### config.mk
export PLATFORM = sky130hd
export DESIGN_NAME = branch_ctrl_flat
export DESIGN_NICKNAME = d
export VERILOG_FILES = /design/src/rtl/branch_ctrl_if.sv /design/src/rtl/branch_ctrl.sv /design/src/flat_wrapper.sv
export SDC_FILE = /design/constraint.sdc
export NUM_CORES = 1
export LEC_CHECK = 0
export CAP_MARGIN = 20
export CORE_MARGIN = 3
export CORE_UTILIZATION = 33
export DETAILED_ROUTE_END_ITERATION = 6
export PLACE_DENSITY_LB_ADDON = 0.12
export SYNTH_ARGS = -nofsm -noshare
export SYNTH_HDL_FRONTEND = slang
export SYNTH_SLANG_ARGS = --single-unit
### constraint.sdc
create_clock -name clk -period 2.1 [get_ports clk]
set_input_delay 0.315 -clock clk [delete_from_list [all_inputs] [get_ports clk]]
set_output_delay 0.315 -clock clk [all_outputs]
set_load 0.05 [all_outputs]
### src/rtl/branch_ctrl_if.sv
// Control-flow bus between the decode/datapath side and branch_ctrl.
//   master : drives the decoded instruction (pc_in, instr_valid, op, target, zero_flag)
//            and observes the PC controls and stack status.
//   slave  : branch_ctrl itself; consumes the instruction and drives jump_en,
//            jump_line_num, hold, squash, sp, stack_ovf, stack_unf.
interface branch_ctrl_if #(
   parameter int unsigned ADDR_W = 8,
   parameter int unsigned DEPTH  = 4
);
   localparam int unsigned SP_W = $clog2(DEPTH) + 1;

   logic [ADDR_W-1:0] pc_in;
   logic              instr_valid;
   logic [2:0]        op;
   logic [ADDR_W-1:0] target;
   logic              zero_flag;

   logic              jump_en;
   logic [ADDR_W-1:0] jump_line_num;
   logic              hold;
   logic              squash;
   logic [SP_W-1:0]   sp;
   logic              stack_ovf;
   logic              stack_unf;

   modport master (
      output pc_in, instr_valid, op, target, zero_flag,
      input  jump_en, jump_line_num, hold, squash, sp, stack_ovf, stack_unf
   );

   modport slave (
      input  pc_in, instr_valid, op, target, zero_flag,
      output jump_en, jump_line_num, hold, squash, sp, stack_ovf, stack_unf
   );
endinterface

### src/rtl/branch_ctrl.sv
// Control-flow requester for the 8-bit core: resolves JMP/JZ/JNZ/CALL/RET,
// keeps a return-address stack, strobes a one-cycle redirect to the PC,
// squashes the following wrong-path slot and halts on stack faults.
// Ports:
//   clk, rst_n : rising-edge clock, asynchronous active-low reset
//   bus        : branch_ctrl_if slave (instruction in, PC controls/stack status out)
// All outputs are registered.
module branch_ctrl #(
   parameter int unsigned ADDR_W = 8,
   parameter int unsigned DEPTH  = 4
) (
   input  logic         clk,
   input  logic         rst_n,
   branch_ctrl_if.slave bus
);
   localparam int unsigned SP_W  = $clog2(DEPTH) + 1;
   localparam int unsigned PTR_W = $clog2(DEPTH);

   localparam logic [1:0] ST_RUN    = 2'd0;
   localparam logic [1:0] ST_REDIR  = 2'd1;
   localparam logic [1:0] ST_SQUASH = 2'd2;
   localparam logic [1:0] ST_HALT   = 2'd3;

   localparam logic [2:0] OP_JMP  = 3'd1;
   localparam logic [2:0] OP_JZ   = 3'd2;
   localparam logic [2:0] OP_JNZ  = 3'd3;
   localparam logic [2:0] OP_CALL = 3'd4;
   localparam logic [2:0] OP_RET  = 3'd5;

   logic [1:0]        state, state_d;
   logic              jump_en_q, jump_en_d;
   logic [ADDR_W-1:0] jump_addr_q, jump_addr_d;
   logic              hold_q, hold_d;
   logic              squash_q, squash_d;
   logic [SP_W-1:0]   sp_q, sp_d;
   logic              ovf_q, ovf_d;
   logic              unf_q, unf_d;

   logic [ADDR_W-1:0] stack [DEPTH];
   logic              push_en;
   logic [ADDR_W-1:0] push_data;
   logic [PTR_W-1:0]  push_idx;
   logic [PTR_W-1:0]  pop_idx;
   logic              full;
   logic              empty;
   logic              redirect;
   logic [ADDR_W-1:0] redir_addr;

   assign full     = (sp_q == SP_W'(DEPTH));
   assign empty    = (sp_q == '0);
   assign push_idx = PTR_W'(sp_q);
   assign pop_idx  = PTR_W'(sp_q - SP_W'(1));

   // State and output registers
   always_ff @(posedge clk or negedge rst_n) begin
      if (!rst_n) begin
         state       <= ST_RUN;
         jump_en_q   <= 1'b0;
         jump_addr_q <= '0;
         hold_q      <= 1'b0;
         squash_q    <= 1'b0;
         sp_q        <= '0;
         ovf_q       <= 1'b0;
         unf_q       <= 1'b0;
      end else begin
         state       <= state_d;
         jump_en_q   <= jump_en_d;
         jump_addr_q <= jump_addr_d;
         hold_q      <= hold_d;
         squash_q    <= squash_d;
         sp_q        <= sp_d;
         ovf_q       <= ovf_d;
         unf_q       <= unf_d;
      end
   end

   // Return-address storage; contents are don't-care after reset
   always_ff @(posedge clk) begin
      if (push_en) begin
         stack[push_idx] <= push_data;
      end
   end

   // Next-state and next-output logic
   always_comb begin
      state_d     = state;
      jump_en_d   = 1'b0;
      jump_addr_d = jump_addr_q;
      hold_d      = 1'b0;
      squash_d    = 1'b0;
      sp_d        = sp_q;
      ovf_d       = ovf_q;
      unf_d       = unf_q;
      push_en     = 1'b0;
      push_data   = bus.pc_in + ADDR_W'(1);
      redirect    = 1'b0;
      redir_addr  = bus.target;

      case (state)
         ST_RUN: begin
            if (bus.instr_valid) begin
               case (bus.op)
                  OP_JMP: redirect = 1'b1;
                  OP_JZ:  redirect = bus.zero_flag;
                  OP_JNZ: redirect = !bus.zero_flag;
                  OP_CALL: begin
                     if (full) begin
                        ovf_d   = 1'b1;
                        hold_d  = 1'b1;
                        state_d = ST_HALT;
                     end else begin
                        push_en  = 1'b1;
                        sp_d     = sp_q + SP_W'(1);
                        redirect = 1'b1;
                     end
                  end
                  OP_RET: begin
                     if (empty) begin
                        unf_d   = 1'b1;
                        hold_d  = 1'b1;
                        state_d = ST_HALT;
                     end else begin
                        sp_d       = sp_q - SP_W'(1);
                        redir_addr = stack[pop_idx];
                        redirect   = 1'b1;
                     end
                  end
                  default: redirect = 1'b0;
               endcase
            end
            if (redirect) begin
               state_d     = ST_REDIR;
               jump_en_d   = 1'b1;
               jump_addr_d = redir_addr;
            end
         end
         // The slot after the redirect strobe is the wrong-path fetch
         ST_REDIR: begin
            state_d  = ST_SQUASH;
            squash_d = 1'b1;
         end
         ST_SQUASH: begin
            state_d = ST_RUN;
         end
         ST_HALT: begin
            hold_d = 1'b1;
         end
         default: begin
            state_d = ST_RUN;
         end
      endcase
   end

   assign bus.jump_en       = jump_en_q;
   assign bus.jump_line_num = jump_addr_q;
   assign bus.hold          = hold_q;
   assign bus.squash        = squash_q;
   assign bus.sp            = sp_q;
   assign bus.stack_ovf     = ovf_q;
   assign bus.stack_unf     = unf_q;
endmodule
### src/flat_wrapper.sv
// flat-port wrapper written by rule: the top's interface ports become plain ports
module branch_ctrl_flat 
#(
   parameter int unsigned ADDR_W = 8,
   parameter int unsigned DEPTH  = 4
)
  (clk, rst_n, bus_pc_in, bus_instr_valid, bus_op, bus_target, bus_zero_flag, bus_jump_en, bus_jump_line_num, bus_hold, bus_squash, bus_sp, bus_stack_ovf, bus_stack_unf);
  branch_ctrl_if #(.ADDR_W(ADDR_W), .DEPTH(DEPTH)) bus_i ();
  input  logic clk;
  input  logic rst_n;
  input wire logic [$bits(bus_i.pc_in)-1:0] bus_pc_in;
  input wire logic [$bits(bus_i.instr_valid)-1:0] bus_instr_valid;
  input wire logic [$bits(bus_i.op)-1:0] bus_op;
  input wire logic [$bits(bus_i.target)-1:0] bus_target;
  input wire logic [$bits(bus_i.zero_flag)-1:0] bus_zero_flag;
  output wire logic [$bits(bus_i.jump_en)-1:0] bus_jump_en;
  output wire logic [$bits(bus_i.jump_line_num)-1:0] bus_jump_line_num;
  output wire logic [$bits(bus_i.hold)-1:0] bus_hold;
  output wire logic [$bits(bus_i.squash)-1:0] bus_squash;
  output wire logic [$bits(bus_i.sp)-1:0] bus_sp;
  output wire logic [$bits(bus_i.stack_ovf)-1:0] bus_stack_ovf;
  output wire logic [$bits(bus_i.stack_unf)-1:0] bus_stack_unf;
  assign bus_i.pc_in = bus_pc_in;
  assign bus_i.instr_valid = bus_instr_valid;
  assign bus_i.op = bus_op;
  assign bus_i.target = bus_target;
  assign bus_i.zero_flag = bus_zero_flag;
  assign bus_jump_en = bus_i.jump_en;
  assign bus_jump_line_num = bus_i.jump_line_num;
  assign bus_hold = bus_i.hold;
  assign bus_squash = bus_i.squash;
  assign bus_sp = bus_i.sp;
  assign bus_stack_ovf = bus_i.stack_ovf;
  assign bus_stack_unf = bus_i.stack_unf;
  branch_ctrl #(.ADDR_W(ADDR_W), .DEPTH(DEPTH)) u_core (.clk(clk), .rst_n(rst_n), .bus(bus_i));
endmodule
# ---- After elaboration in Yosys (flattened, before gate mapping)
# Memory sizes are Yosys's and may differ from the RTL's.
# Index checks and enable logic that the tools add are counted.
dict set report classes {
  n_addsub 3
  n_mux 30
  eq_ne 15
  reduce_logical 10
}
# cell count
set op_table {}
lappend op_table {{two-way mux 8 bit} 3}
lappend op_table {{two-way mux 1 bit} 15}
lappend op_table {{AND reduction 5 bit} 2}
lappend op_table {{== test 3 bit (second input constant)} 3}
lappend op_table {{adder 8 x 1 -> 8 bit (second input constant)} 1}
lappend op_table {{two-way mux 2 bit} 4}
lappend op_table {{inequality test 4 x 2 -> 1 bit (second input constant)} 2}
lappend op_table {{AND reduction 4 bit} 2}
lappend op_table {{== test 3 x 2 -> 1 bit (second input constant)} 2}
lappend op_table {{two-way mux 3 bit} 2}
lappend op_table {{case mux 2 bit (3 select lines)} 1}
lappend op_table {{case mux 3 bit (2 select lines)} 1}
lappend op_table {{case mux 1 bit (5 select lines)} 1}
lappend op_table {{== test 2 bit (second input constant)} 2}
lappend op_table {{inequality test 2 bit (second input constant)} 2}
lappend op_table {{inequality test 4 x 3 -> 1 bit (second input constant)} 1}
lappend op_table {{case mux 1 bit (2 select lines)} 2}
lappend op_table {{case mux 2 bit (2 select lines)} 1}
lappend op_table {{adder 3 x 1 -> 3 bit (second input constant)} 1}
lappend op_table {{== test 3 x 1 -> 1 bit (second input constant)} 1}
lappend op_table {{zero test 3 bit} 1}
lappend op_table {{inequality test 3 x 2 -> 1 bit (second input constant)} 1}
lappend op_table {{nonzero test 3 bit} 1}
lappend op_table {{subtractor 3 x 1 -> 3 bit (second input constant)} 1}
lappend op_table {{other kinds (5)} 5}
dict set report word_totals {
  mem_count 1
  ff_bits 18
  ram_bits 32
  inputBits 23
  output_inout_bits 16
}
# name words width read_ports rd_clocked_by_memory_dff write_ports line_no
set memory_table {}
lappend memory_table {u_core.stack 4 8 1 0 1 branch_ctrl.sv:39} ;# logic [ADDR_W-1:0] stack [DEPTH];

# ---- Logic depth before layout (Yosys ltp)
dict set report depth {
  ltp_word 7
  depth_mapped 8
  depth_no_buf 6
}

# ---- Least setup slack after synthesis
# Ideal clock, no wire load.
dict set report synth_timing {
  kind {register -> register}
  startpoint {register u_core.sp_q[0], in the netlist u_core.bus.sp[0]}
  endpoint {register u_core.jump_addr_q[0], in the netlist u_core.bus.jump_line_num[0]}
  setup_time_ns 0.125
  path_slack_ns -0.598
  stages_incl_launch_ff 8
  period_less_slack_ns 2.698
  arrival_time_ns 2.573
  path_buffers 2
  cell_sequence {dfrtp_1 buf_2 inv_1 ha_1 clkbuf_1 mux4_2 mux2_4 mux2_4}
}
dict set report synth_via {
  elab_chain_cells 6
  word_cells_on_any_way 13
  classes_between {1 x add/sub; 1 x eq/ne; 8 x mux; 2 x reduce/logical; 1 x memory}
}
# item line_no
set synth_rtl {}
lappend synth_rtl {{start, declared} branch_ctrl.sv:35} ;# logic [SP_W-1:0] sp_q, sp_d;
lappend synth_rtl {{start signal, assigned} branch_ctrl.sv:71} ;# sp_q <= sp_d;
lappend synth_rtl {{parallel branches: the longest is 6 deep, another holds memory read (4 x 8 bit)} --}
lappend synth_rtl {{end signal, assigned} branch_ctrl.sv:68} ;# jump_addr_q <= jump_addr_d;
lappend synth_rtl {{end, declared} branch_ctrl.sv:32} ;# logic [ADDR_W-1:0] jump_addr_q, jump_addr_d;
# Parallel ways; which one is timed is not known. The select of a mux whose other input is x is not followed.
# A chain may end at the register's enable or synchronous reset.

# ---- Final worst setup path
dict set report layout_timing {
  startpoint {register u_core.sp_q[1], in the netlist u_core.bus.sp[1]}
  endpoint {register u_core.jump_addr_q[6], in the netlist u_core.bus.jump_line_num[6]}
}
# The elaborated chain is that of the path after synthesis.

==> summary.md <==
The flow ran to the end, and the final reports show no timing, DRC or antenna violations. Setup violations remaining at the end of the flow were counted as 0. The number of placed cells counting well taps is 297. Sorting the synthesized cells by area gives the leading types as edfxtp_1 (40%), dfrtp_1 (19%), mux2_4 (10%). The share of the Yosys chip area taken by registers is 58.78%. The share of total power dissipated in combinational logic is 49.7%. The commonest cells after synthesis are edfxtp_1 (32), dfrtp_1 (18), mux2_4 (16), ha_1 (10). Required time of the critical path: 2.30 ns.

The count of buffers from port buffering was 38; the number of primary I/O pins was 39. The logs give 0.008336 sq mm for the die area and 34.7% for the proportion of power drawn by flip-flops and latches. Actual slew at the worst max-slew pin: 0.5056 ns.

Total cell area at the placement stage: 0.003072 sq mm. The worst path meets setup with 0.09222 ns of slack. The count of nets left with antenna violations once routing finished came out at 0. Among the stages of the critical path, the cell type that occurs most often is mux2_4. Final instance area: 0.003169 sq mm.

The logs give 0 ns for the setup total negative slack and 1.266 nW for the leakage power. For the total clock sinks, the log shows 50. The clock root buffer was clkbuf_8.

The post-synthesis area per instance came out at 15.90 sq um. edfxtp_1 takes more of the synthesized area than any other cell. The routed design has 4.835 mm of wire.

Measured along the x axis, the die boundary spans 91.30 um. The power per cell area was 1214 mW/mm^2; the overall die height was 91.30 um. TritonCTS built the clock tree. The achievable frequency was 0.4981 GHz. For the total standard cell area after synthesis, the log shows 0.002401 sq mm. The run gives 305 as the number of standard cells in the layout, taps in and fillers out. Kind of end point of the critical path: a register.

Timing analysis after detailed placement gives a worst setup slack of -0.2233 ns. Of the post-synthesis cell area, the part taken by muxes is 18.81%. After clock tree synthesis, the clock-pin slew on the worst setup and hold paths is 0.10 ns. The largest voltage drop on the vdd net came out at 0.0003578 V.

After filler insertion, the fill cell instance count of the layout stands at 640. The initial antenna violation count was 0. The slowest stage of the critical path is the dfrtp_2 cell. During synthesis, Yosys emitted a total of 0 warnings. The clock network burns 15.7% of the power. The tightest hold path in the finished design has a slack of 0.3223 ns.

The count of flip-flops with a built-in enable after synthesis is 32. Setup repair after global routing left no endpoint under its margin. For this run, the detailed router's first-pass iteration total came to 4. The routability congestion estimate from global placement was 0.7816; the number of DRC violations after detailed routing was 0. The detailed router placed 1420 vias in this run.

The simple-gate share of the synthesized area came out at 7.764%. The kind of start point of the critical path is a register. Endpoint arrival time on the critical path: 2.21 ns.

After Yosys synthesis, XOR and XNOR cells account for 3.648% of the synthesized area. The routed design could run at a clock period as short as 2.008 ns. The synthesized-area fraction occupied by ao, oa, aoi and oai cells was 3.439%. Dividing the detail-routed wire length by the instance count gives 15.85 um. The number of synthesized register bits was 50. The logs give 25 for the first-iteration detailed-routing DRC count and 3.658 mm for the half-perimeter wire length after placement. The number of different library cells used by synthesis comes to 35. The via-per-instance ratio is 4.656, and the share of synthesized cell area in full adder, half adder and majority cells is 5.211%. After clock tree synthesis, the flow added hold-fix buffers numbering 0. CTS built an H-tree with a depth of 2. The total number of nets in the final design is 241, and the share of async-settable or async-resettable flops after synthesis is 36.00%. The logs give 3.848 mW for the overall power after layout and 12.50% for the global-route usage over all layers.

The later-pin clock latency in the skew report is 0.31 ns, and the final period utilization is 95.61%. For the number of slew-limit violations in the final report, the log shows 0. Entering global routing, the biggest net connects 19 pins. The critical path goes through inv_1, ha_4, nand2b_4, or3b_1, buf_4, mux2_4, mux2_4. For this run, the leading register cell type out of synthesis is edfxtp_1. Cells fill 45.89% of the core in the end.

The largest family of logic cells by synthesized area is multiplexers. The synthesized netlist cell count was 151; the internal power summed over all cells was 2.338 mW. Number of max-cap violations: 0. The maximum count of clock buffers along a single path was 2; the headroom to the max-slew limit was 66.19%. The total core area is 0.006907 sq mm, and the share of layout cells above drive strength 1 is 29.19%.

Of the total power, the share spent switching nets is 39.25%. By instance count, the leading cell after synthesis is edfxtp_1. The worst min-delay path category is primary input to asynchronous set/reset pin. The peak fanout along the critical path is 8, and the number of placement rows is 30.

In this design, the stage delay of the slowest critical-path cell is 0.40 ns. The signed area change from the synthesized netlist to the final layout is 32.00%. After clock tree synthesis, the repair step resized 0 gates.

Effective utilization at floorplan: 34.76%. The classification of the worst setup path was register to register. The via count of the first global-routing pass is 1486, and the proportion of netlist area held by the largest area contributor is 40.02%.

The logs give 5 for the number of buffers created by CTS and 0 for the final number of hold-violating endpoints. After clock tree synthesis, the setup repair step added 0 buffers. When the netlist entered floorplanning its net count stood at 184. Global routing finished with a remaining overflow of 0. The first global-routing pass estimated 7.900 mm of wire. On the final layout, the worst clock skew is 0.005617 ns. Net load switching power: 1.511 mW. The count of antenna diodes in the layout is 0.
sequential cells by signal, indices dropped and copies added, names as in the netlist:
signal                    flops
u_core.bus.squash             1
u_core.bus.stack_ovf          1
u_core.bus.stack_unf          1
u_core.state                  2
u_core.bus.jump_en            1
u_core.bus.jump_line_num      8
u_core.bus.sp                 3
u_core.bus.hold               1
u_core.stack                 32
worst max-delay path, delay by kind of cell, from the launching register on:
kind	cells	cell delay [ns]
flops	1	0.40
buf+inv	2	0.31
simple gates	2	0.43
mux	2	0.55
fa+ha+maj	1	0.20
area by class of cell:
class                      instances  area [sq um]  area share (%)
inverter                           7         31.28          0.9870
clock buffer                       5         68.82           2.171
clock inverter                     3         28.78          0.9080
sequential                        50          1414           44.61
timing repair buffer              55         555.5           17.53
multi-input combinational         89         950.9           30.00
tap                               96         120.1           3.790
per-layer routing:
metal / part of all wire [%] / track usage, % / routed length (um)
met1: 44 / 16.03 / 2124
met5: 0 / 0 / 0
met2: 50 / 20.23 / 2394
met4: 1.4 / 3.643 / 68
met3: 5.1 / 4.060 / 248
worst paths after layout:
kind	startpoint	end	slack, ns	depth (start not counted)
max in group asynchronous	rst_n	u_core.bus.sp[1]	1.56	2
worst max-delay path	u_core.bus.sp[1]	u_core.bus.jump_line_num[6]	0.09	7
worst min register to register	u_core.bus.stack_ovf	u_core.bus.stack_ovf	0.48	1
worst min-delay path	rst_n	u_core.bus.sp[0]	0.32	2
min in group clk	u_core.bus.stack_ovf	u_core.bus.stack_ovf	0.48	1
worst max register to register	u_core.bus.sp[1]	u_core.bus.jump_line_num[6]	0.09	7
cells by family after synthesis:
logic type | Yosys count
flops | 50
simple gates | 30
fa+ha+maj | 10
xor+xnor | 10
compound gates | 12
buf+inv | 12
mux | 27
power groups by stage:
| stage | logic, mW | registers [mW] | clock network, mW |
|---|---|---|---|
| 2_1_floorplan | 0.871 | 1.82 | 0 |
| 3_3_place_gp | 1.92 | 1.35 | 0 |
| 3_5_place_dp | 1.94 | 1.36 | 0 |
| 4_1_cts | 1.95 | 1.34 | 0.626 |
| 5_1_grt | 2.05 | 1.36 | 0.676 |
| 6_report | 1.91 | 1.33 | 0.602 |
cells in the final DEF, fill, tap and decap left out, types with 2 or more instances in the layout:
cell / netlist / routed
a21oi_1: 3 / 3
and3_1: 4 / 4
buf_12: 0 / 4
buf_4: 0 / 14
clkbuf_8: 0 / 5
clkdlybuf4s50_1: 0 / 37
clkinv_4: 0 / 2
dfrtp_1: 18 / 16
dfrtp_2: 0 / 2
edfxtp_1: 32 / 32
ha_1: 10 / 9
inv_1: 7 / 6
mux2_4: 16 / 16
mux2i_1: 2 / 2
mux4_2: 8 / 8
nand2_1: 8 / 8
nand3_1: 4 / 4
nor2_1: 3 / 3
nor3_1: 2 / 2
o21ai_0: 2 / 2
or2_2: 2 / 2
xnor2_1: 7 / 7
xor2_1: 3 / 3
No activity file was read; power rests on OpenSTA's default activity.
